<file path="src/rtl/stream_fifo.sv">
// Single-clock valid/ready FIFO with occupancy count, almost flags,
// synchronous flush and selectable fall-through or registered read port.
module stream_fifo #(
    parameter int DATA_WIDTH = 8,
    parameter int DEPTH      = 16,
    parameter int AF_THRESH  = DEPTH - 2,
    parameter int AE_THRESH  = 2,
    parameter int FWFT       = 1
) (
    input  logic                       clk,
    input  logic                       reset_n,
    input  logic                       clear,
    input  logic                       in_valid,
    output logic                       in_ready,
    input  logic [DATA_WIDTH-1:0]      in_data,
    output logic                       out_valid,
    input  logic                       out_ready,
    output logic [DATA_WIDTH-1:0]      out_data,
    output logic [$clog2(DEPTH):0]     count,
    output logic                       full,
    output logic                       empty,
    output logic                       almost_full,
    output logic                       almost_empty
);

    localparam int AW = $clog2(DEPTH);
    localparam int PW = AW + 1;

    localparam logic [PW-1:0] AF_LVL = PW'(AF_THRESH);
    localparam logic [PW-1:0] AE_LVL = PW'(AE_THRESH);

    logic [DATA_WIDTH-1:0] mem_q [DEPTH];

    logic [PW-1:0] wr_ptr_q, wr_ptr_d;
    logic [PW-1:0] rd_ptr_q, rd_ptr_d;
    logic [PW-1:0] count_q, count_d;

    logic [AW-1:0] wr_idx;
    logic [AW-1:0] rd_idx;
    logic          push;
    logic          pop;

    assign wr_idx = wr_ptr_q[AW-1:0];
    assign rd_idx = rd_ptr_q[AW-1:0];

    // Wrap bit distinguishes full from empty when the indices coincide.
    assign empty = (wr_ptr_q == rd_ptr_q);
    assign full  = (wr_idx == rd_idx) && (wr_ptr_q[AW] != rd_ptr_q[AW]);

    assign in_ready     = !full;
    assign push         = in_valid && in_ready;
    assign count        = count_q;
    assign almost_full  = (count_q >= AF_LVL);
    assign almost_empty = (count_q <= AE_LVL);

    always_comb begin
        wr_ptr_d = wr_ptr_q;
        rd_ptr_d = rd_ptr_q;
        count_d  = count_q;
        if (clear) begin
            wr_ptr_d = '0;
            rd_ptr_d = '0;
            count_d  = '0;
        end else begin
            if (push) wr_ptr_d = wr_ptr_q + PW'(1);
            if (pop)  rd_ptr_d = rd_ptr_q + PW'(1);
            unique case ({push, pop})
                2'b10:   count_d = count_q + PW'(1);
                2'b01:   count_d = count_q - PW'(1);
                default: count_d = count_q;
            endcase
        end
    end

    always_ff @(posedge clk or negedge reset_n) begin
        if (!reset_n) begin
            wr_ptr_q <= '0;
            rd_ptr_q <= '0;
            count_q  <= '0;
        end else begin
            wr_ptr_q <= wr_ptr_d;
            rd_ptr_q <= rd_ptr_d;
            count_q  <= count_d;
        end
    end

    // Storage is deliberately left unreset.
    always_ff @(posedge clk) begin
        if (push && !clear) begin
            mem_q[wr_idx] <= in_data;
        end
    end

    if (FWFT != 0) begin : g_fwft
        assign out_valid = !empty;
        assign out_data  = mem_q[rd_idx];
        assign pop       = out_valid && out_ready;
    end else begin : g_reg
        logic                  out_valid_q, out_valid_d;
        logic [DATA_WIDTH-1:0] out_data_q, out_data_d;

        assign pop = out_ready && !empty;

        always_comb begin
            out_valid_d = pop && !clear;
            out_data_d  = out_data_q;
            if (pop && !clear) begin
                out_data_d = mem_q[rd_idx];
            end
        end

        always_ff @(posedge clk or negedge reset_n) begin
            if (!reset_n) begin
                out_valid_q <= 1'b0;
                out_data_q  <= '0;
            end else begin
                out_valid_q <= out_valid_d;
                out_data_q  <= out_data_d;
            end
        end

        assign out_valid = out_valid_q;
        assign out_data  = out_data_q;
    end

endmodule

</file>
<file path="config.mk">
export PLATFORM = sky130hd
export DESIGN_NAME = stream_fifo
export DESIGN_NICKNAME = d
export VERILOG_FILES = /design/src/rtl/stream_fifo.sv
export SDC_FILE = /design/constraint.sdc
export NUM_CORES = 1
export LEC_CHECK = 0
export ABC_AREA = 1
export BUFFER_PORTS_ARGS = -buffer_cell sky130_fd_sc_hd__buf_2
export CAP_MARGIN = 10
export CORE_MARGIN = 1.5
export CORE_UTILIZATION = 61
export DETAILED_ROUTE_END_ITERATION = 12
export HOLD_SLACK_MARGIN = 0.15
export PLACE_DENSITY = 0.91
export SLEW_MARGIN = 20
export SYNTH_ARGS = -nofsm -noshare
export SYNTH_HDL_FRONTEND = slang
export SYNTH_SLANG_ARGS = --single-unit
</file>
<file path="constraint.sdc">
create_clock -name clk -period 2.6 [get_ports clk]
set_input_delay 0.52 -clock clk [delete_from_list [all_inputs] [get_ports clk]]
set_output_delay 0.52 -clock clk [all_outputs]
set_load 0.02 [all_outputs]
</file>
Word level (Yosys, flattened, before mapping). Memory sizes are Yosys's and may differ from the RTL's. Index checks and enable logic that the tools add are counted.

Bits in registers: 15. RAM bits: 128. Input bits: 13. Logic and storage cells: 33. Memories kept: 1.

Memories: mem_q (words 16, width 8, rd ports 1, clocked after Yosys merged registers in 0, wr ports 1, line 32) `logic [DATA_WIDTH-1:0] mem_q [DEPTH];`.

$add $sub $neg: 4. Magnitude comparators: 2. Eq/ne operators: 5. Mux-type cells: 8. Reduce and logical (&&, ||, !) cells: 10.

Operator list (count): 5-bit two-way mux (5); 5-bit by 1-bit adder with 5-bit output (second input constant) (3); 5-bit case mux with 2 select lines (1); 5-bit equality test (1); 5-bit by 4-bit >= comparator with 1-bit output (second input constant) (1); 5-bit by 2-bit <= comparator with 1-bit output (second input constant) (1); 5-bit by 1-bit subtractor with 5-bit output (second input constant) (1); 4-bit equality test (1); 1-bit logical AND (4); 2-bit nonzero test (2); 1-bit zero test (3); 3-bit nonzero test (1); 2-bit by 1-bit equality test with 1-bit output (second input constant) (1); 2-bit equality test (second input constant) (1); 1-bit two-way mux (2); 1-bit inequality test (1).

Longest topological paths before layout. Gate-level depths: netlist of the first run.

Depth after elaboration: 7. Mapped depth: 17. Mapped depth without buffers: 17.

Least setup slack after synthesis of the first run. Ideal clock, no wire load.

Path kind: reg2reg. Start: register rd_ptr_q[1]. End: register count_q[4] (netlist: count[4]). Setup time: 0.117 ns. Data arrival time: 2.253 ns. Required time: 2.483 ns. Setup slack: 0.230 ns. Cell stages (with the launch flop): 17. Buffers on the path: 1. Period minus slack after synthesis: 2.370 ns. Cells stage by stage: dfrtp_1 inv_2 nand2_1 nand2_1 nor2_4 nand3_4 nand2_4 buf_12 nand2_8 fa_1 nand3b_1 nand2_1 xor2_1 nand3b_1 nand2_1 nand2_1 nand2_1.

Longest elaborated chain between the ends: 7. Elaborated cells between the ends (all ways): 12.

Ends and longest elaborated chain: start, declared (line 35) `logic [PW-1:0] rd_ptr_q, rd_ptr_d;`; start signal, assigned (line 82) `rd_ptr_q <= rd_ptr_d;`; 4-bit equality test (*) (line 48) `assign full = (wr_idx == rd_idx) && (wr_ptr_q[AW] != rd_ptr_q[AW]);`; 1-bit logical AND (*) (line 48); 1-bit zero test (*) (line 50) `assign in_ready = !full;`; named net in_ready (line 14) `output logic in_ready,`; 1-bit logical AND (*) (line 51) `assign push = in_valid && in_ready;`; 2-bit by 1-bit equality test with 1-bit output / 2-bit equality test (equally long branches) (line 67) `unique case ({push, pop})`; 5-bit case mux with 2 select lines (line 67); 5-bit two-way mux (line 60) `if (clear) begin`; end signal, assigned (line 83) `count_q <= count_d;`; end, declared (line 36) `logic [PW-1:0] count_q, count_d;`.

The timed path passes the listed nets; every way through them passes the cells marked *. A chain may end at the register's enable or synchronous reset.

Worst setup path after layout of the first run.
Start: register rd_ptr_q[0]. End: output port out_data[0].

Longest elaborated chain between the ends: 1.

Ends and longest elaborated chain: memory read 16 x 8 bit; end, declared (line 18) `output logic [DATA_WIDTH-1:0] out_data,`.

No other way between the ends.

==> results of run 1 <==
repair_timing:
| action | in CTS | in global routing |
|---|---|---|
| endpoints found under the hold margin | 15 | 0 |
| resized for setup | 11 | 58 |
| pin swaps | 4 | 15 |
| buffers inserted | 3 | 1 |
| hold buffers | 1 | 0 |
| endpoints found under the setup margin | 8 | 9 |
| cloned | 4 | 4 |
power breakdown:
group | internal (uW) | switching, uW
logic | 408 | 681
clock network | 1570 | 1010
registers | 2550 | 61.0
total | 4530 | 1750
per-layer routing:
| layer | part of all wire, % | global-route usage [%] |
|---|---|---|
| met3 | 13 | 9.01 |
| met2 | 48 | 54.4 |
| met4 | 6.6 | 17.0 |
| met1 | 33 | 42.8 |
| met5 | 0 | 0 |
layout make-up:
| cell class | count | area (sq um) |
|---|---|---|
| clock buffers | 17 | 414 |
| multi-input cells | 321 | 1840 |
| repair buffers | 74 | 689 |
| well taps | 133 | 166 |
| flip-flops and latches | 143 | 4220 |
| inverters | 21 | 100 |
| fillers | 503 | 2140 |
| clock inverters | 14 | 204 |
stage by stage:
stage	area, sq um	TNS [ns]	worst slack (ns)
floorplan	6140	0	0.230
global placement	6610	0	0.302
detailed placement	6610	0	0.170
CTS	7410	-0.00486	-0.00486
global route	7640	-0.588	-0.185
finish	7640	-0.372	-0.120
cells in the mapped netlist (all sizes together), types with 2 or more instances:
cell type,instances,area share [%]
dfrtp,15,6.1
buf,2,0.41
ha,8,1.6
xor2,4,0.57
a21oi,4,0.33
xnor2,2,0.41
nand2,65,4.7
nand3b,2,0.24
clkbuf,23,1.4
nor2,89,5.8
edfxtp,128,63
nand4,4,0.41
inv,20,1.3
o21ai,71,5.8
nand3,29,3.0
o22ai,17,1.7
nor3,6,0.49
o221ai,15,2.1
o31ai,2,0.24
flip-flops by register name (all words and copies together) (netlist names):
register / cells
mem_q: 128
count: 5
rd_ptr_q: 5
wr_ptr_q: 5
critical path, stage by stage (launching register included):
cell      delay (ns)
dfrtp_2         0.48
buf_4           0.20
buf_16          0.16
o21ai_0         0.30
o221ai_1        0.15
nand3_1         0.10
nand3_1         0.09
buf_4           0.17
worst max path at each step:
stage                                 endpoint  slack (ns)
after detailed placement  count[4]$_DFFE_PN0P_        0.17
after global placement    count[4]$_DFFE_PN0P_        0.30
after CTS                          out_data[7]      -0.005
after global routing               out_data[0]       -0.18
final                              out_data[0]       -0.12
after floorplan           count[4]$_DFFE_PN0P_        0.23
cell families after synthesis:
logic type | count (synthesis)
AOI/OAI and AO/OA | 111
and+or+nand+nor | 195
xor gates and xnor gates | 6
buffers and inverters | 46
adders and majority gates | 9
DFF | 143
==> flow_metrics.tcl, run 1 <==
set metrics [dict create \
    ys_seq_area_share_pct 68.7 \
    maxSlewViolCount 0 \
    grt_max_degree 34 \
    final_util_pct 78.1 \
    cts_htree_levels 4 \
    synth_cell_types 35 \
    synthSimpleGateAreaFrac_pct 14.6 \
    critical_path_required_ns 2.08 \
    wl_um 18600 \
    numCtsBuffers 17 \
    synth_area_per_cell_sq_um 12.0 \
    min_period_ns 2.72 \
    start_util_pct 62.8 \
    final_common_cell "edfxtp_1" \
    wire_per_inst_um 25.7 \
    finalHoldViolCount 0 \
    antenna_cells 0 \
    reg2reg_setup_slack_ns 0.16 \
    synth_mux_area_share_pct 0 \
    grt_pass1_wl_um 25400 \
    maxCapViolations 0 \
    num_vias 4911 \
    cp.arrival_ns 2.20 \
    grt_pass1_vias 4566 \
    syn_nets 532 \
    drc 0 \
    worstHoldPathType "in2reg" \
    cts_tree "built" \
    dieArea_sq_mm 0.0107 \
    initialDrtViolationCount 795 \
    antenna_found_initial 0 \
    row_count 36 \
    drive_gt1_share_pct 25.1 \
    crit_type "reg2out" \
    rr_worst_depth 16 \
    worst_pin_slew_ns 0.562 \
    cts_max_path_buffers 2 \
    hpwl_um 8750 \
    area_growth_pct 24.4 \
    ys_warn_count 0 \
    critPathCaptureType "output port" \
    cp-start-kind "flop" \
    clock-root-buffer "clkbuf_8" \
    synth-edff-count 128 \
    netlist_area_sq_mm 0.00614 \
    dr.pass1.iters 8 \
    p_leak_uw 0.00283 \
    rsz0062_at_grt "true" \
    synth_compound_area_share_pct 10.5 \
    clk_pin_slew_ns 0.06 \
    ant_nets 0 \
    startpoint "rd_ptr_q[0]$_DFFE_PN0P_" \
    max_freq_mhz 368 \
    hold_ws_ns 0.354 \
    core_sq_mm 0.00977 \
    pin_count 32 \
    globalplace.congestion 0.850 \
    worst-path-max-fanout 17 \
    die_h_um 103 \
    postSynthCellCount 510 \
    vias_per_cell 6.79 \
    async_flop_share_pct 10.5 \
    status "finished, violations left" \
    final_cell_mix "128 x edfxtp_1, 82 x nor2_1, 60 x nand2_1, 44 x o21ai_0, 33 x buf_4" \
    timing.final.ws_setup_ns -0.120 \
    clock_skew_ns 0.0113 \
    dp_cells 680 \
    grt_overflow 0 \
    fin_nets 600 \
    slew-limit-headroom_pct 62.5 \
    portBuffers 31 \
    synth_seq_cells 143 \
    hp-start "out_ready" \
    synthAdderAreaFrac_pct 1.96 \
    grt_usage_pct 33.8 \
    synthFlopType "edfxtp_1" \
    r2r-end "count[4]$_DFFE_PN0P_" \
    violations "negative setup slack" \
    synth_xor_area_share_pct 0.978 \
    clock_sinks 143 \
    post-route-period-util_pct 105 \
    die_w_um 103 \
    synth_top_family_by_area "simple AND/OR/NAND/NOR gates" \
    timing.rr.start "wr_ptr_q[1]$_DFFE_PN0P_" \
    total_power_uw 6280 \
    powerDensity_mw_per_mm2 822 \
    ir_drop_mv 0.560 \
    holdPathStages 3 \
    hold_end "rd_ptr_q[4]$_DFFE_PN0P_" \
    setup_viol 6 \
    insertion_delay_ns 0.53 \
    finalNonFillerCells 723 \
]
(Power assumes the default switching activity.)
==> run 2: changes to the inputs <==
--- a/config.mk
+++ b/config.mk
@@ -10,9 +10,11 @@
 export CAP_MARGIN = 10
 export CORE_MARGIN = 1.5
 export CORE_UTILIZATION = 61
+export CTS_CLUSTER_SIZE = 12
 export DETAILED_ROUTE_END_ITERATION = 12
 export HOLD_SLACK_MARGIN = 0.15
 export PLACE_DENSITY = 0.91
+export REMOVE_ABC_BUFFERS = 1
 export SLEW_MARGIN = 20
 export SYNTH_ARGS = -nofsm -noshare
 export SYNTH_HDL_FRONTEND = slang
==> constraint.sdc (replaced) <==
create_clock -name clk -period 2.6 [get_ports clk]
set_input_delay 0.52 -clock clk [delete_from_list [all_inputs] [get_ports clk]]
set_output_delay 0.52 -clock clk [all_outputs]
set_load 0.05 [all_outputs]
==> run 2 against run 1 <==
Clock power up 2%. Clock-buffer cell count grew 1. Sequential power is essentially flat. The flow still finishes with violations (negative setup slack). Register-to-register slack got worse by 0.09 ns. Fmax increased by 0.89%. Sequential cell count is the same. Design area grew 0.72%. Setup slack better by 0.024 ns. Critical path type unchanged. Core utilization increased by 0.56 points.
==> flow_metrics.tcl, run 2 (synthesized netlist as in run 1, its figures left out) <==
set metrics [dict create \
    worstHoldPathType "in2reg" \
    grt_usage_pct 34.2 \
    die_h_um 103 \
    grt_max_degree 35 \
    status "finished, violations left" \
    worst_pin_slew_ns 0.556 \
    final_common_cell "edfxtp_1" \
    p_leak_uw 0.00284 \
    cts_tree "built" \
    wl_um 17900 \
    maxCapViolations 0 \
    ant_nets 0 \
    globalplace.congestion 0.825 \
    cts_htree_levels 4 \
    numCtsBuffers 17 \
    die_w_um 103 \
    grt_pass1_wl_um 26000 \
    pin_count 32 \
    num_vias 4776 \
    clock_skew_ns 0.0152 \
    min_period_ns 2.70 \
    clk_pin_slew_ns 0.06 \
    dieArea_sq_mm 0.0107 \
    clock_sinks 143 \
    cp-start-kind "flop" \
    grt_pass1_vias 4764 \
    vias_per_cell 6.64 \
    final_cell_mix "128 x edfxtp_1, 77 x nor2_1, 61 x nand2_1, 44 x o21ai_0, 25 x buf_4" \
    regMostFlops "mem_q" \
    finalHoldViolCount 0 \
    critical_path_required_ns 2.08 \
    post-route-period-util_pct 104 \
    crit_type "reg2out" \
    worst-path-max-fanout 33 \
    clock-root-buffer "clkbuf_8" \
    portBuffers 31 \
    drive_gt1_share_pct 25.8 \
    cp.arrival_ns 2.18 \
    powerDensity_mw_per_mm2 850 \
    critPathCaptureType "output port" \
    rsz0062_at_grt "true" \
    row_count 36 \
    core_sq_mm 0.00977 \
    ir_drop_mv 0.757 \
    largest_reg_flops 128 \
    fin_nets 595 \
    hpwl_um 8550 \
    final_util_pct 78.7 \
    antenna_cells 0 \
    violations "negative setup slack" \
    initialDrtViolationCount 756 \
    insertion_delay_ns 0.54 \
    cts_max_path_buffers 2 \
    area_growth_pct 25.3 \
    grt_overflow 0 \
    finalSetupTns_ns -0.448 \
    drc 0 \
    maxSlewViolCount 0 \
    timing.final.ws_setup_ns -0.0956 \
    slew-limit-headroom_pct 62.9 \
    start_util_pct 62.8 \
    max_freq_mhz 371 \
    setup_viol 7 \
    dr.pass1.iters 6 \
    wire_per_inst_um 24.9 \
    antenna_found_initial 0 \
]
## run 2: cell count changes in the layout (fill, tap and decap cells not counted), sizes merged
cell,delta
clkinv,+4
bufinv,+1
inv,-5
clkbuf,-1
buf,-4
bufbuf,+1
## run 2: final cells by class
cell class | count | area (sq um)
clock buffer | 18 | 418
inverter | 21 | 97.6
clock inverter | 14 | 214
sequential | 143 | 4220
tap | 133 | 166
timing repair buffer | 69 | 701
multi-input combinational | 321 | 1870
fill | 488 | 2080
## run 2: timing repair
item | in CTS | in global routing
cloned | 5 | 2
setup endpoints to repair | 8 | 10
hold endpoints to repair | 15 | 0
resized for setup | 33 | 61
setup buffers | 3 | 3
hold buffers | 1 | 0
pin swaps | 6 | 17
## run 2: where the power goes
part	switching [uW]	internal, uW
Combinational	861	456
Sequential	57.8	2550
Clock	962	1660
## run 2: final timing paths
check                                         from                       to  slack (ns)  depth (start not counted)
max                        rd_ptr_q[0]$_DFFE_PN0P_              out_data[7]        -0.1                          6
min                                          clear  rd_ptr_q[4]$_DFFE_PN0P_        0.37                          2
max reg2reg                rd_ptr_q[0]$_DFFE_PN0P_     count[4]$_DFFE_PN0P_        0.07                         17
min reg2reg                rd_ptr_q[4]$_DFFE_PN0P_  rd_ptr_q[4]$_DFFE_PN0P_        0.63                          2
max in group asynchronous                  reset_n  wr_ptr_q[2]$_DFFE_PN0P_        1.83                          2
min in group asynchronous                  reset_n  rd_ptr_q[1]$_DFFE_PN0P_        0.46                          2
## run 2: metal layers
layer  GRT usage, %  routed length [um]
met4           14.9                 830
met1           43.8                5910
met3           7.66                2360
met5              0                   0
met2           56.9                8800
## run 2: critical path, stage by stage (launching register included)
cell	delay [ns]
dfrtp_2	0.48
buf_12	0.19
o21ai_1	0.26
o22ai_1	0.15
o211ai_1	0.24
nand3_1	0.14
buf_6	0.18
## run 2: stage by stage
| stage | worst slack (ns) | total power (uW) | area [sq um] | std cells | hold WS [ns] |
|---|---|---|---|---|---|
| final | -0.0956 | 6540 | 7690 | 719 | 0.367 |
| after global routing | -0.149 | 6700 | 7690 | 719 | 0.375 |
| after CTS | -0.000574 | 6360 | 7490 | 715 | 0.327 |
| after detailed placement | 0.170 | 3590 | 6550 | 674 | 0.451 |
| after global placement | 0.291 | 3550 | 6550 | 674 | 0.445 |
| after floorplan | -1.23 | 3300 | 6030 | 485 | 0.224 |
==> run 3: changes to the inputs <==
--- a/config.mk
+++ b/config.mk
@@ -15,6 +15,7 @@
 export HOLD_SLACK_MARGIN = 0.15
 export PLACE_DENSITY = 0.91
 export REMOVE_ABC_BUFFERS = 1
+export SKIP_CTS_REPAIR_TIMING = 1
 export SLEW_MARGIN = 20
 export SYNTH_ARGS = -nofsm -noshare
 export SYNTH_HDL_FRONTEND = slang
==> constraint.sdc (replaced) <==
create_clock -name clk -period 2.6 [get_ports clk]
set_input_delay 0.26 -clock clk [delete_from_list [all_inputs] [get_ports clk]]
set_output_delay 0.26 -clock clk [all_outputs]
set_load 0.05 [all_outputs]
==> run 3 against run 2 <==
The run still ends with negative setup slack left. Sequential power about the same. Core utilization down 4.1 points. Sequential cell count unchanged. Power down 8.1%. Die area unchanged. First-iteration DRC count down 25%.
==> flow_metrics.tcl, run 3 (synthesized netlist as in run 1, its figures left out) <==
set metrics [dict create \
    clock-root-buffer "clkbuf_8" \
    grt_pass1_vias 4361 \
    fillCellCount 554 \
    grt_overflow 0 \
    maxCapViolations 0 \
    final_cell_mix "128 x edfxtp_1, 84 x nor2_1, 69 x o21ai_0, 61 x nand2_1, 30 x buf_2" \
    cp.arrival_ns 2.36 \
    core_sq_mm 0.00977 \
    critical_path_required_ns 2.34 \
    grt_pass1_wl_um 22500 \
    worstHoldPathType "in2reg" \
    final_common_cell "edfxtp_1" \
    regMostFlops "mem_q" \
    rsz0062_at_grt "true" \
    pin_count 32 \
    powerDensity_mw_per_mm2 824 \
    min_period_ns 2.62 \
    finalNonFillerCells 721 \
    die_w_um 103 \
    max_freq_mhz 382 \
    grt_max_degree 67 \
    dr.pass1.iters 9 \
    drc 0 \
    hpwl_um 8570 \
    start_util_pct 62.8 \
    insertion_delay_ns 0.53 \
    wire_per_inst_um 21.3 \
    globalplace.congestion 0.846 \
    clock_sinks 143 \
    finalHoldViolCount 0 \
    grt_usage_pct 29.8 \
    final_util_pct 74.6 \
    design_area_sq_mm 0.00729 \
    die_h_um 103 \
    antenna_found_initial 0 \
    fin_nets 597 \
    initialDrtViolationCount 568 \
    antenna_cells 0 \
    clk_pin_slew_ns 0.06 \
    slew-limit-headroom_pct 63.9 \
    ir_drop_mv 0.724 \
    worst_pin_slew_ns 0.540 \
    row_count 36 \
    area_growth_pct 18.8 \
    numCtsBuffers 17 \
    multi_input_comb_area_sq_mm 0.00173 \
    clock_skew_ns 0.0195 \
    vias_per_cell 6.31 \
    largest_reg_flops 128 \
    cts_htree_levels 4 \
    timing.final.ws_setup_ns -0.0184 \
    status "finished, violations left" \
    placed_cell_area_sq_mm 0.00655 \
    num_vias 4551 \
    maxSlewViolCount 0 \
    dp_cells 675 \
    drive_gt1_share_pct 19.9 \
    cp-start-kind "flop" \
    violations "negative setup slack" \
    post-route-period-util_pct 101 \
    worst-path-max-fanout 34 \
    cts_max_path_buffers 2 \
    wl_um 15400 \
    critPathCaptureType "output port" \
    seq_area_sq_mm 0.00423 \
    p_leak_uw 0.00269 \
    setup_viol 1 \
    finalSetupTns_ns -0.0184 \
    cts_tree "built" \
    dieArea_sq_mm 0.0107 \
    ant_nets 0 \
    crit_type "reg2out" \
    portBuffers 31 \
    hold_ws_ns 0.159 \
]
[run 3: cell types whose count changed in the layout (fill, tap and decap cells not counted), sizes merged]
cell	delta
inv	+1
buf	-5
clkinv	+1
dlygate4sd3	+10
bufinv	-2
bufbuf	-2
clkbuf	-1
[run 3: layout make-up]
class	count	area share (%)
inverters	21	1.18
well taps	133	2.28
multi-input cells	321	23.7
repair buffers	71	6.88
clock buffers	18	5.73
flip-flops and latches	143	57.9
clock inverters	14	2.28
[run 3: per-layer routing]
metal | vias up | track usage, % | part of all wire, %
met5 | - | 0 | 0
met1 | 2151 | 35.5 | 34
li1 | 1974 | - | -
met3 | 61 | 6.79 | 11
met4 | 0 | 15.0 | 3.6
met2 | 365 | 51.2 | 52
[run 3: worst max-delay path: stages (launching register included)]
cell and delay, ns:
dfrtp_2 0.41, buf_4 0.36, o21ai_0 0.23, o221ai_1 0.24, nand3_1 0.17, nand3_1 0.13
buf_2 0.27
[run 3: worst paths after layout]
path                       cells after the start                    start  slack [ns]                 endpoint
max                                            6  rd_ptr_q[0]$_DFFE_PN0P_       -0.02              out_data[5]
min                                            1               in_data[0]        0.16   mem_q[13][0]$_DFFE_PP_
max reg2reg                                   16  wr_ptr_q[2]$_DFFE_PN0P_        0.18     count[4]$_DFFE_PN0P_
min reg2reg                                    2  wr_ptr_q[4]$_DFFE_PN0P_        0.62  wr_ptr_q[4]$_DFFE_PN0P_
max in group asynchronous                      2                  reset_n        2.13  wr_ptr_q[0]$_DFFE_PN0P_
min in group asynchronous                      2                  reset_n        0.18     count[3]$_DFFE_PN0P_
[run 3: stage by stage]
step	setup WS, ns	power (uW)
finish	-0.0184	6010
global route	-0.0695	6160
CTS	-0.248	5970
detailed placement	0.119	3600
global placement	0.316	3550
floorplan	-1.23	3300
[run 3: power by group]
part           switching (uW)  internal, uW  total [uW]  leakage [uW]
clock network             947          1460        2410      0.000279
logic                     746           265        1010       0.00106
registers                46.6          2550        2590       0.00135
total                    1740          4270        6010       0.00269
